<file path="src/rtl/mul_job_sequencer.sv">
// Job front-end for the repeated-addition multiplier: accepts operands,
// launches and feeds the controller, returns the product, then restarts it.
//
// Parameters:
//   W        operand width (product is 2*W)
//   CLR_CYC  cycles mul_clr is held during restart (>=1)
//   TMO      watchdog limit in cycles (0 = off), only with MUL_TIMEOUT_EN
// Ports:
//   clk, rst_n                 clock, synchronous active-low reset
//   in_valid/in_ready/in_a/in_b       operand port
//   out_valid/out_ready/out_p/out_err result port
//   mul_start, mul_clr, mul_data      controls and data_in bus to multiplier
//   mul_ldA, mul_ldB, mul_done, mul_prod  strobes and P register from it
// Optional feature: define MUL_TIMEOUT_EN to build the watchdog.
module mul_job_sequencer #(
  parameter int W       = 16,
  parameter int CLR_CYC = 2,
  parameter int TMO     = 0
) (
  input  logic           clk,
  input  logic           rst_n,
  input  logic           in_valid,
  output logic           in_ready,
  input  logic [W-1:0]   in_a,
  input  logic [W-1:0]   in_b,
  output logic           out_valid,
  input  logic           out_ready,
  output logic [2*W-1:0] out_p,
  output logic           out_err,
  output logic           mul_start,
  output logic           mul_clr,
  output logic [W-1:0]   mul_data,
  input  logic           mul_ldA,
  input  logic           mul_ldB,
  input  logic           mul_done,
  input  logic [2*W-1:0] mul_prod
);

  localparam int CW =
    (CLR_CYC > 1) ? $clog2(CLR_CYC) : 1;
  localparam logic [CW-1:0] CLR_LAST =
    CW'(CLR_CYC - 1);

  typedef enum logic [2:0] {
    S_RST,
    S_IDLE,
    S_LAUNCH,
    S_FEED,
    S_WAIT,
    S_HOLD,
    S_RECOVER
  } state_t;

  state_t state, state_n;

  logic [W-1:0]   a_r, b_r;
  logic [2*W-1:0] p_r;
  logic           err_r;
  logic [CW-1:0]  rcnt;
  logic           accept;
  logic           take_done;
  logic           tmo_hit;

  assign accept = (state == S_IDLE) && in_valid;

  // done is only trusted once ldB has been seen,
  // either earlier (WAIT) or in this same cycle.
  assign take_done = mul_done &&
    ((state == S_WAIT) ||
     ((state == S_FEED) && mul_ldB));

`ifdef MUL_TIMEOUT_EN
  logic [31:0] wd;
  logic        busy;

  assign busy = (state == S_LAUNCH) ||
                (state == S_FEED) ||
                (state == S_WAIT);

  assign tmo_hit = (TMO != 0) && busy &&
    (wd == 32'(TMO - 1)) && !take_done;

  always_ff @(posedge clk) begin
    if (!rst_n) wd <= '0;
    else if (busy) wd <= wd + 32'd1;
    else wd <= '0;
  end
`else
  logic unused_tmo;
  assign unused_tmo = ^TMO;
  assign tmo_hit = 1'b0;
`endif

  always_ff @(posedge clk) begin
    if (!rst_n) state <= S_RST;
    else state <= state_n;
  end

  always_comb begin
    state_n = state;
    unique case (state)
      S_RST: state_n = S_RECOVER;
      S_IDLE:
        if (in_valid)
          state_n = (in_b == '0) ? S_HOLD
                                 : S_LAUNCH;
      S_LAUNCH:
        state_n = tmo_hit ? S_HOLD : S_FEED;
      S_FEED:
        if (take_done || tmo_hit)
          state_n = S_HOLD;
        else if (mul_ldB)
          state_n = S_WAIT;
      S_WAIT:
        if (take_done || tmo_hit)
          state_n = S_HOLD;
      S_HOLD:
        if (out_ready) state_n = S_RECOVER;
      S_RECOVER:
        if (rcnt == CLR_LAST) state_n = S_IDLE;
      default: state_n = S_RST;
    endcase
  end

  always_ff @(posedge clk) begin
    if (!rst_n) begin
      a_r   <= '0;
      b_r   <= '0;
      p_r   <= '0;
      err_r <= 1'b0;
      rcnt  <= '0;
    end else begin
      if (accept) begin
        a_r <= in_a;
        b_r <= in_b;
      end
      if (accept && (in_b == '0)) begin
        p_r   <= '0;
        err_r <= 1'b0;
      end else if (take_done) begin
        p_r   <= mul_prod;
        err_r <= 1'b0;
      end else if (tmo_hit) begin
        p_r   <= '0;
        err_r <= 1'b1;
      end else if ((state == S_HOLD) && out_ready) begin
        err_r <= 1'b0;
      end
      if (state == S_RECOVER) rcnt <= rcnt + 1'b1;
      else rcnt <= '0;
    end
  end

  // Ready is shown while reset is held, but drops in the
  // release cycle so an offered pair is never silently lost.
  assign in_ready = (state == S_IDLE) ||
                    ((state == S_RST) && !rst_n);

  assign out_valid = (state == S_HOLD);
  assign out_p     = p_r;
  assign out_err   = err_r;
  assign mul_start = (state == S_LAUNCH);
  assign mul_clr   = (state == S_RST) ||
                     (state == S_RECOVER);
  assign mul_data  = mul_ldB ? b_r : a_r;

endmodule
</file>
<file path="config.mk">
export PLATFORM = sky130hd
export DESIGN_NAME = mul_job_sequencer
export DESIGN_NICKNAME = d
export VERILOG_FILES = /design/src/rtl/mul_job_sequencer.sv
export SDC_FILE = /design/constraint.sdc
export NUM_CORES = 1
export LEC_CHECK = 0
export BUFFER_PORTS_ARGS = -buffer_cell sky130_fd_sc_hd__buf_2
export CAP_MARGIN = 10
export CORE_MARGIN = 5
export CORE_UTILIZATION = 48
export DETAILED_ROUTE_END_ITERATION = 10
export GPL_TIMING_DRIVEN = 0
export PLACE_DENSITY = 0.8
export SYNTH_ARGS = -nofsm -noshare
export SYNTH_HDL_FRONTEND = slang
export SYNTH_SLANG_ARGS = --single-unit
export TNS_END_PERCENT = 1
</file>
<file path="constraint.sdc">
create_clock -name clk -period 1.85 [get_ports clk]
set_clock_uncertainty 0.1 [all_clocks]
set_input_delay 0.0925 -clock clk [delete_from_list [all_inputs] [get_ports clk]]
set_output_delay 0.0925 -clock clk [all_outputs]
set_load 0.02 [all_outputs]
</file>
# After elaboration in Yosys (flattened, before gate mapping)

Index checks and enable logic that the tools add are counted.

Add/subtract/negate cells: 1
Divide/modulo/power cells: 0
Bitwise gates (word level): 1
Multiplexer cells: 9
Multipliers: 0
Shift-type cells: 0
$lt $le $gt $ge: 0
Equal/unequal tests: 11
Reductions and logical operators: 14

Operators with widths:

| kind                  | number |
|---|---|
| $mux W3               | 7 |
| $pmux W3 S7           | 1 |
| $logic_not A16 Y1     | 1 |
| $mux W16              | 1 |
| $eq A3 B3 Y1 const B  | 3 |
| $eq A3 B2 Y1 const B  | 2 |
| $ne A2 B2 Y1 const B  | 3 |
| $logic_and A1 B1 Y1   | 5 |
| $reduce_and A5 Y1     | 1 |
| $eq A3 B1 Y1 const B  | 1 |
| $logic_not A3 Y1      | 1 |
| $logic_or A1 B1 Y1    | 3 |
| $ne A3 B3 Y1 const B  | 1 |
| $ne A2 B1 Y1 const B  | 1 |
| $reduce_and A2 Y1     | 1 |
| $reduce_or A2 Y1      | 1 |
| $add A1 B1 Y1 const B | 1 |
| $logic_not A1 Y1      | 1 |
| $not A1 Y1            | 1 |

Latch bits: 0
Memories: 0
ROM bits: 0
Bits in writable memories: 0
Output and inout port bits: 53
Input bits: 71
Logic and storage cells: 41
Bits in registers: 68

# Longest topological paths before layout

Gate-level depths: netlist (run 1).

Word-level depth: 6
Depth in mapped cells: 7
Depth with buffers taken out: 4

# Worst setup path before layout (run 1)

No wires, ideal clock.

Kind: reg2reg
Start: register state[2]
End: register p_r[0], in the netlist out_p[0]
Data arrival time: 1.327 ns
Path buffers: 2
Data required time: 1.635 ns
Cell stages (with the launch flop): 7
Setup slack: 0.308 ns
Library setup time: 0.115 ns
Cells stage by stage: dfxtp_1 buf_6 and4b_4 o21ai_4 buf_12 mux2i_1 nor2_2

Word-level cells in the longest chain between the ends: 4
Elaborated cells on any way between the ends: 9
Classes of those cells: eq/ne: 3; reduce/logical: 6

RTL lines:

| what                                                                     | line    | source |
|---|---|---|
| start, declared                                                          | 54      | `state_t state, state_n;` |
| start signal, assigned                                                   | 96      | `else state <= state_n;` |
| $eq A3 B1 Y1 / $eq A3 B2 Y1 (equally long branches)                      | 64, 70  |  |
| $logic_and A1 B1 Y1 (on tied branches)                                   | 64, 70  |  |
| $logic_and A1 B1 Y1 / $logic_or A1 B1 Y1 (equally long branches)         | 137, 69 |  |
| $reduce_or A2 Y1 (no line) / $logic_and A1 B1 Y1 (equally long branches) | --      |  |
| end signal, assigned                                                     | 141     | `p_r <= mul_prod;` |
| end, declared                                                            | 57      | `logic [2*W-1:0] p_r;` |

Parallel ways exist; a longest one is shown, timed or not.
A chain may end at the register's enable or synchronous reset.

# Final worst setup path (run 1)

Start: register state[0]
End: register p_r[6], in the netlist out_p[6]

Same word-level chain as after synthesis.

==> results of run 1 <==
per-layer routing:
metal | vias up | share of wire, %
met5 | - | 0
met4 | 0 | 1.1
met3 | 11 | 7.8
met2 | 114 | 52
met1 | 1367 | 39
li1 | 1451 | -
cells in the mapped netlist (2+ instances only):
cell                       number
sky130_fd_sc_hd__buf_4          6
sky130_fd_sc_hd__buf_2          3
sky130_fd_sc_hd__buf_6          4
sky130_fd_sc_hd__or2b_1         2
sky130_fd_sc_hd__buf_12         3
sky130_fd_sc_hd__a21boi_0      28
sky130_fd_sc_hd__a21boi_1       5
sky130_fd_sc_hd__mux2_2        16
sky130_fd_sc_hd__nor2_1         6
sky130_fd_sc_hd__inv_1          3
sky130_fd_sc_hd__nand3_1        2
sky130_fd_sc_hd__mux2i_1       33
sky130_fd_sc_hd__clkbuf_1       7
sky130_fd_sc_hd__dfxtp_1       68
sky130_fd_sc_hd__nor2_2        31
sky130_fd_sc_hd__nor4_1         4
sky130_fd_sc_hd__nand2_1       67
sky130_fd_sc_hd__nand4_1        2
cell usage in the layout, fill, tap and decap left out, types with 5 or more instances in the layout:
cell	instances
sky130_fd_sc_hd__a21boi_0	28
sky130_fd_sc_hd__buf_2	123
sky130_fd_sc_hd__buf_4	7
sky130_fd_sc_hd__clkbuf_1	6
sky130_fd_sc_hd__dfxtp_1	68
sky130_fd_sc_hd__a21boi_1	5
sky130_fd_sc_hd__nor2_2	31
sky130_fd_sc_hd__clkbuf_8	9
sky130_fd_sc_hd__mux2i_1	33
sky130_fd_sc_hd__mux2_2	16
sky130_fd_sc_hd__nand2_1	67
sky130_fd_sc_hd__dlygate4sd3_1	65
sky130_fd_sc_hd__nor2_1	6
area by class of cell:
type / count / area share (%)
clock inverters: 6 / 1.91
repair buffers: 186 / 27.1
multi-input cells: 218 / 32.5
well taps: 77 / 2.07
inverters: 3 / 0.242
clock buffers: 10 / 2.75
flip-flops and latches: 68 / 29.3
plain buffers: 23 / 4.17
registers in the layout, indices dropped and copies added (netlist names):
signal	flops
a_r	16
b_r	16
rcnt	1
state	3
out_p	32
cell families (layout without fill, tap and decap cells):
family                    Yosys count  count (layout)  share of synthesized area, %
AOI/OAI and AO/OA                  44              44                          11.4
muxes                              49              49                          16.7
other                               1               1                         0.123
buffers and inverters              26             228                          6.65
and+or+nand+nor                   123             123                          20.1
DFF                                68              68                          44.7
xor gates and xnor gates            1               1                         0.287
what timing repair did:
action                     in CTS  in global routing
gates resized for setup         0                  8
setup endpoints to repair       0                 35
hold endpoints to repair       65                  0
hold buffers                   65                  0
buffers inserted                0                  1
through the flow:
step / hold WS, ps / cells / TNS [ps] / setup WS (ps)
floorplan: 127 / 312 / 0 / 308
global placement: 231 / 509 / 0 / 88.0
detailed placement: 235 / 509 / 0 / 98.2
CTS: 48.3 / 590 / 0 / 10.5
global route: 102 / 591 / -10.3 / -10.3
finish: 63.2 / 591 / 0 / 65.1
worst max path at each step:
| stage | from | cells after the start | to | slack, ps |
|---|---|---|---|---|
| floorplan | state[2] | 6 | out_p[0] | 310 |
| global placement | in_b[8] | 6 | out_p[23] | 90 |
| detailed placement | in_b[8] | 6 | out_p[23] | 100 |
| CTS | in_b[15] | 7 | out_p[1] | 10 |
| global route | state[1] | 6 | b_r[6] | -10 |
| finish | state[0] | 6 | out_p[6] | 70 |
power by group through the flow:
stage / Combinational [mW] / Clock, mW / Sequential, mW
global route: 1.96 / 1.43 / 1.79
detailed placement: 1.68 / 0 / 1.80
CTS: 1.79 / 1.35 / 1.76
finish: 1.82 / 1.34 / 1.77
floorplan: 1.13 / 0 / 1.89
global placement: 1.65 / 0 / 1.78
worst min-delay path: stages:
cell                       delay, ps
sky130_fd_sc_hd__buf_2           120
sky130_fd_sc_hd__a211oi_2         90
sky130_fd_sc_hd__nor2_1           80
sky130_fd_sc_hd__o22ai_1          70
==> impl_summary.txt, run 1 <==
----------------------------------------------------
[Power]
  Fraction of power spent switching nets ... roughly a third
  Leakage power figure ... 2.23 nW
  Power density of the placed cells ... ~1100 nW/µm²
  Share of power burned in registers ... 35.9%
  Power spent charging and discharging nets ... 1.69 mW
  Post-layout power ... 4.92 mW
  Clock share of power ... 27.2%
  Internal power ... 3.24 mW
  IR drop worst, VDD ... 716 µV
  Portion of total power attributed to combinational logic ... 36.9%

[Global route]
  Met2 track demand over resource ... 42.3%
  First-pass GRT wire length ... about 14,000 µm
  Via count of the first global-routing pass ... 3,091
  Total overflow reported by the global router ... 0
  Global-route usage over all layers ... approximately 23%
  Met1 layer usage reported by global route ... 24.2%
  Largest net degree at the start of global routing ... 13
  Met3 usage in global routing ... 6.39%
  Antenna violations before repair ... 0
  Global-route layer with the greatest usage ... met2

[Outcome]
  Run status ... finished clean

[Logic synthesis]
  Synth warnings ... 0
  Ys flop type ... sky130_fd_sc_hd__dfxtp_1
  Number of storage elements in the synthesis netlist ... 68
  Netlist area before placement ... ~3000 µm²
  Leading post-synthesis cells by cell area ... sky130_fd_sc_hd__dfxtp_1 45%, sky130_fd_sc_hd__mux2i_1 11%, sky130_fd_sc_hd__nand2_1 8.3%
  Synthesized netlist cell count ... around 310
  Yosys top cell area share ... 44.7%
  EDFF count, synth ... 0
  Most area-hungry cell type in the Yosys netlist ... sky130_fd_sc_hd__dfxtp_1
  Post-synthesis cell type count ... 40
  Mean post-synth cell area ... between 9 and 10 µm²
  Part of the Yosys area used for sequential elements ... between 40% and 50%
  Syn nets ... 383
  Asr flop ratio synth ... 0%

[Worst hold path]
  Worst Hold End ... state[1]
  Type of the most critical hold path ... in2reg
  Cell depth of the worst hold path ... 4
  Worst min-delay path startpoint ... in_valid

[Critical path]
  Crit Path Max Fanout ... 10
  Terminus of the critical flop-to-flop path ... out_p[6]
  Worst setup slack for register-to-register paths ... 70 ps
  Source of the worst register-to-register timing path ... state[0]
  Crit end category ... flop
  Critical Path Slowest Stage Cell ... sky130_fd_sc_hd__dfxtp_1
  Slowest cell delay on critical path ... 460 ps
  Worst Path Buf+Inv ... 2
  Data required time at the worst endpoint ... 1970 ps
  Type of the worst setup path ... reg2reg
  Family with the most delay on the worst path ... flip-flops
  Worst EP arrival ... 1910 ps
  Launching element type of the critical path ... flop
  Worst Reg2Reg Path Length in Cells ... 6
  Worst path cell trace ... buf_4, nor3b_2, o21ai_4, buf_12, mux2i_1, nor2_2

[Timing]
  Final Slew Violations ... 0
  Share of the clock period used by the worst path ... between 90% and 100%
  Setup violation total in the final timing report ... 0
  Final critical delay including setup and external delays ... 1780 ps
  Hold Vio Cnt, Final ... 0
  Fmax ... 0.560 GHz

[Floorplanning]
  Area of the core ... 6280 µm²
  Die Wd ... 89.7 µm
  Die span in y ... 89.7 µm
  Number of placed I/O pins ... 124
  Site Rows ... 29
  Starting Density ... 48.6%
  Die Footprint ... 8040 µm²

[Route]
  Number of remaining DRC errors ... 0
  Routed via count ... 2,943
  Antenna Nets Post-Route ... 0
  DRT Pass-1 Iters ... 4
  Per-cell routed wire length ... 15.4 µm
  Number of DRC violations after detailed-routing iteration 0 ... 64
  Total detailed-routing wirelength ... 9100 µm
  Vias/cell ... 4.98

[Clocking]
  Number of sinks driven by the clock tree ... 68
  Total clock buffers created by CTS ... 9
  Worst skew pair latency ... 340 ps
  Clock root cell ... sky130_fd_sc_hd__clkbuf_8
  Level count of the clock H-tree ... 3
  Clock slew at the register clock pins of the worst setup and hold paths ... 70 ps
  TritonCTS clock tree ... done
  Clk buf depth ... 2

[Place]
  Half-perimeter wire length of the detailed placement result ... 5490 µm
  Count of port buffers added during placement ... 120
  Standard cell area after detailed placement ... ~3700 µm²
  RD Place Congestion ... 0.791

[Layout]
  Share of post-route cells with drive strength above 1 ... between 40% and 50%
  Area added between synthesis and finish ... 52.5%
  Post-route design area ... 4650 µm²
  Area used by multi-input combinational logic ... approximately 1500 µm²
  Utilization after layout ... between 70% and 80%
  Fillers ... 424
  Combined flip-flop and latch cell area ... approximately 1400 µm²
  Number of antenna cells inserted ... 0
  NumNets Final ... 580

[Run]
  Max cap viols ... 0

----------------------------------------------------
Power figures use the tool's default switching activity.
==> run 2, diff against run 1 <==
--- a/config.mk
+++ b/config.mk
@@ -12,6 +12,7 @@
 export DETAILED_ROUTE_END_ITERATION = 10
 export GPL_TIMING_DRIVEN = 0
 export PLACE_DENSITY = 0.8
+export REMOVE_ABC_BUFFERS = 1
 export SYNTH_ARGS = -nofsm -noshare
 export SYNTH_HDL_FRONTEND = slang
 export SYNTH_SLANG_ARGS = --single-unit
==> impl_summary.txt, run 2 (synthesis results as in run 1) <==
----------------------------------------------------
[Critical path]
  Data required time at the worst endpoint ... 1990 ps
  Terminus of the critical flop-to-flop path ... out_p[12]
  Source of the worst register-to-register timing path ... state[2]
  Type of the worst setup path ... reg2reg
  End of the critical path ... out_p[12]
  CP startpoint ... state[2]
  Launching element type of the critical path ... flop
  Crit Path Max Fanout ... 19
  Worst Reg2Reg Path Length in Cells ... 6
  Worst setup slack for register-to-register paths ... between 40 and 50 ps
  Worst EP arrival ... 1940 ps
  Crit end category ... flop

[Global route]
  Total overflow reported by the global router ... 0
  First-pass GRT wire length ... 14,500 µm
  Via count of the first global-routing pass ... 3,055
  Antenna violations before repair ... 0
  Largest net degree at the start of global routing ... 40
  Global-route usage over all layers ... 23.6%

[Floorplanning]
  Die Footprint ... roughly 8000 µm²
  Site Rows ... 29
  Area of the core ... 6280 µm²
  Die Wd ... ~90 µm
  Die span in y ... about 90 µm
  Number of placed I/O pins ... 124
  Starting Density ... 48.6%

[Clocking]
  Total clock buffers created by CTS ... 9
  Clock root cell ... sky130_fd_sc_hd__clkbuf_8
  Number of sinks driven by the clock tree ... 68
  Level count of the clock H-tree ... 3
  Clock slew at the register clock pins of the worst setup and hold paths ... ~80 ps
  Worst skew pair latency ... 340 ps
  Clk buf depth ... 2
  TritonCTS clock tree ... done

[Power]
  Power density of the placed cells ... 1090 nW/µm²
  IR drop worst, VDD ... 670 µV
  Leakage power figure ... roughly 2.2 nW

[Worst hold path]
  Type of the most critical hold path ... in2reg
  Worst min-delay path startpoint ... in_valid

[Timing]
  Share of the clock period used by the worst path ... between 90% and 100%
  Remaining max-slew budget at the tightest pin ... 58.7%
  RSZ-0062 raised after global routing ... yes
  Final Slew Violations ... 0
  Setup violation total in the final timing report ... 0
  Fmax ... 0.555 GHz
  Worst Tran Pin Value ... 620 ps
  Hold Vio Cnt, Final ... 0
  Final critical delay including setup and external delays ... 1800 ps

[Layout]
  Number of flip-flops under the largest register name ... 32
  Post-route design area ... 4620 µm²
  Non-filler cells in the finished layout ... 577
  Share of post-route cells with drive strength above 1 ... roughly two fifths
  NumNets Final ... 566
  Area added between synthesis and finish ... 51.6%
  Most common library cell in the layout ignoring fill and taps ... sky130_fd_sc_hd__buf_2
  Most used cells in the layout excluding fill and tap cells ... 121 x sky130_fd_sc_hd__buf_2, 67 x sky130_fd_sc_hd__nand2_1, 65 x sky130_fd_sc_hd__dfxtp_1
  Number of antenna cells inserted ... 0

[Place]
  Cell total after placement ... 489
  RD Place Congestion ... 0.751
  Count of port buffers added during placement ... approximately 120
  Standard cell area after detailed placement ... 3610 µm²
  Half-perimeter wire length of the detailed placement result ... slightly above 5000 µm

[Route]
  Number of remaining DRC errors ... 0
  Number of DRC violations after detailed-routing iteration 0 ... 115
  Total detailed-routing wirelength ... 9580 µm
  Per-cell routed wire length ... 16.6 µm
  DRT Pass-1 Iters ... 4
  Vias/cell ... roughly 5
  Antenna Nets Post-Route ... 0
  Routed via count ... 2,963

[Run]
  Max cap viols ... 0

[Outcome]
  Run status ... finished clean

----------------------------------------------------
run 2: changes by cell type in the layout (fill, tap and decap cells not counted), sizes merged:
cell,delta
buf,-7
bufinv,+1
dlygate4sd3,-1
clkinv,-2
clkinvlp,+1
o21ai,+1
clkbuf,-7
run 2: cell type report:
cell class,instances,area (µm²)
Fill cell,420,1660
Timing Repair Buffer,194,1380
Clock inverter,6,113
Multi-Input combinational cell,219,1530
Tap cell,77,96.3
Clock buffer,10,128
Inverter,3,11.3
Sequential cell,68,1370
run 2: what timing repair did:
item	CTS	global route
resized for setup	6	3
buffers inserted	3	4
hold buffers	64	0
cloned	1	0
pin swaps	2	3
setup endpoints to repair	64	38
hold endpoints to repair	64	0
run 2: per-stage QoR:
step / hold slack [ps] / TNS [ps] / total power [mW] / setup WS [ps] / util [%]
final: 34.7 / 0 / 5.03 / 47.7 / 73.6
after global routing: 83.6 / -1020 / 5.26 / -56.6 / 73.6
after CTS: 16.4 / -13.5 / 4.93 / -8.23 / 72.5
after detailed placement: 237 / -22960 / 3.32 / -568 / 57.5
after global placement: 231 / -74260 / 3.25 / -2040 / 56.7
after floorplan: 109 / -33770 / 2.85 / -1110 / -
run 2: worst max-delay path, stage by stage (launching register included):
cell                      delay (ps)
sky130_fd_sc_hd__dfxtp_4         390
sky130_fd_sc_hd__nor2_2          180
sky130_fd_sc_hd__nand3_1         360
sky130_fd_sc_hd__o21ai_4         280
sky130_fd_sc_hd__buf_12          150
sky130_fd_sc_hd__buf_16          170
sky130_fd_sc_hd__nor2_2           60
run 2: worst min path at each step:
| stage | endpoint | slack [ps] | depth (start not counted) |
|---|---|---|---|
| floorplan | state[0] | 110 | 1 |
| global placement | out_p[27] | 230 | 3 |
| detailed placement | out_p[31] | 240 | 3 |
| CTS | state[1] | 20 | 4 |
| global route | state[1] | 80 | 4 |
| finish | state[1] | 30 | 4 |
run 2: report_power, final:
part           leakage (nW)  internal (mW)  switching (mW)
registers             0.552           1.67           0.190
logic                  1.53          0.755           0.931
clock network         0.109          0.896           0.586
total                  2.19           3.32            1.71
run 2: metal layers:
layer,share of wire [%],GRT usage [%],up-vias
li1,-,-,1422
met1,40,26.7,1366
met2,47,40.6,155
met3,11,6.48,20
met4,2.1,11.8,0
met5,0,0,-
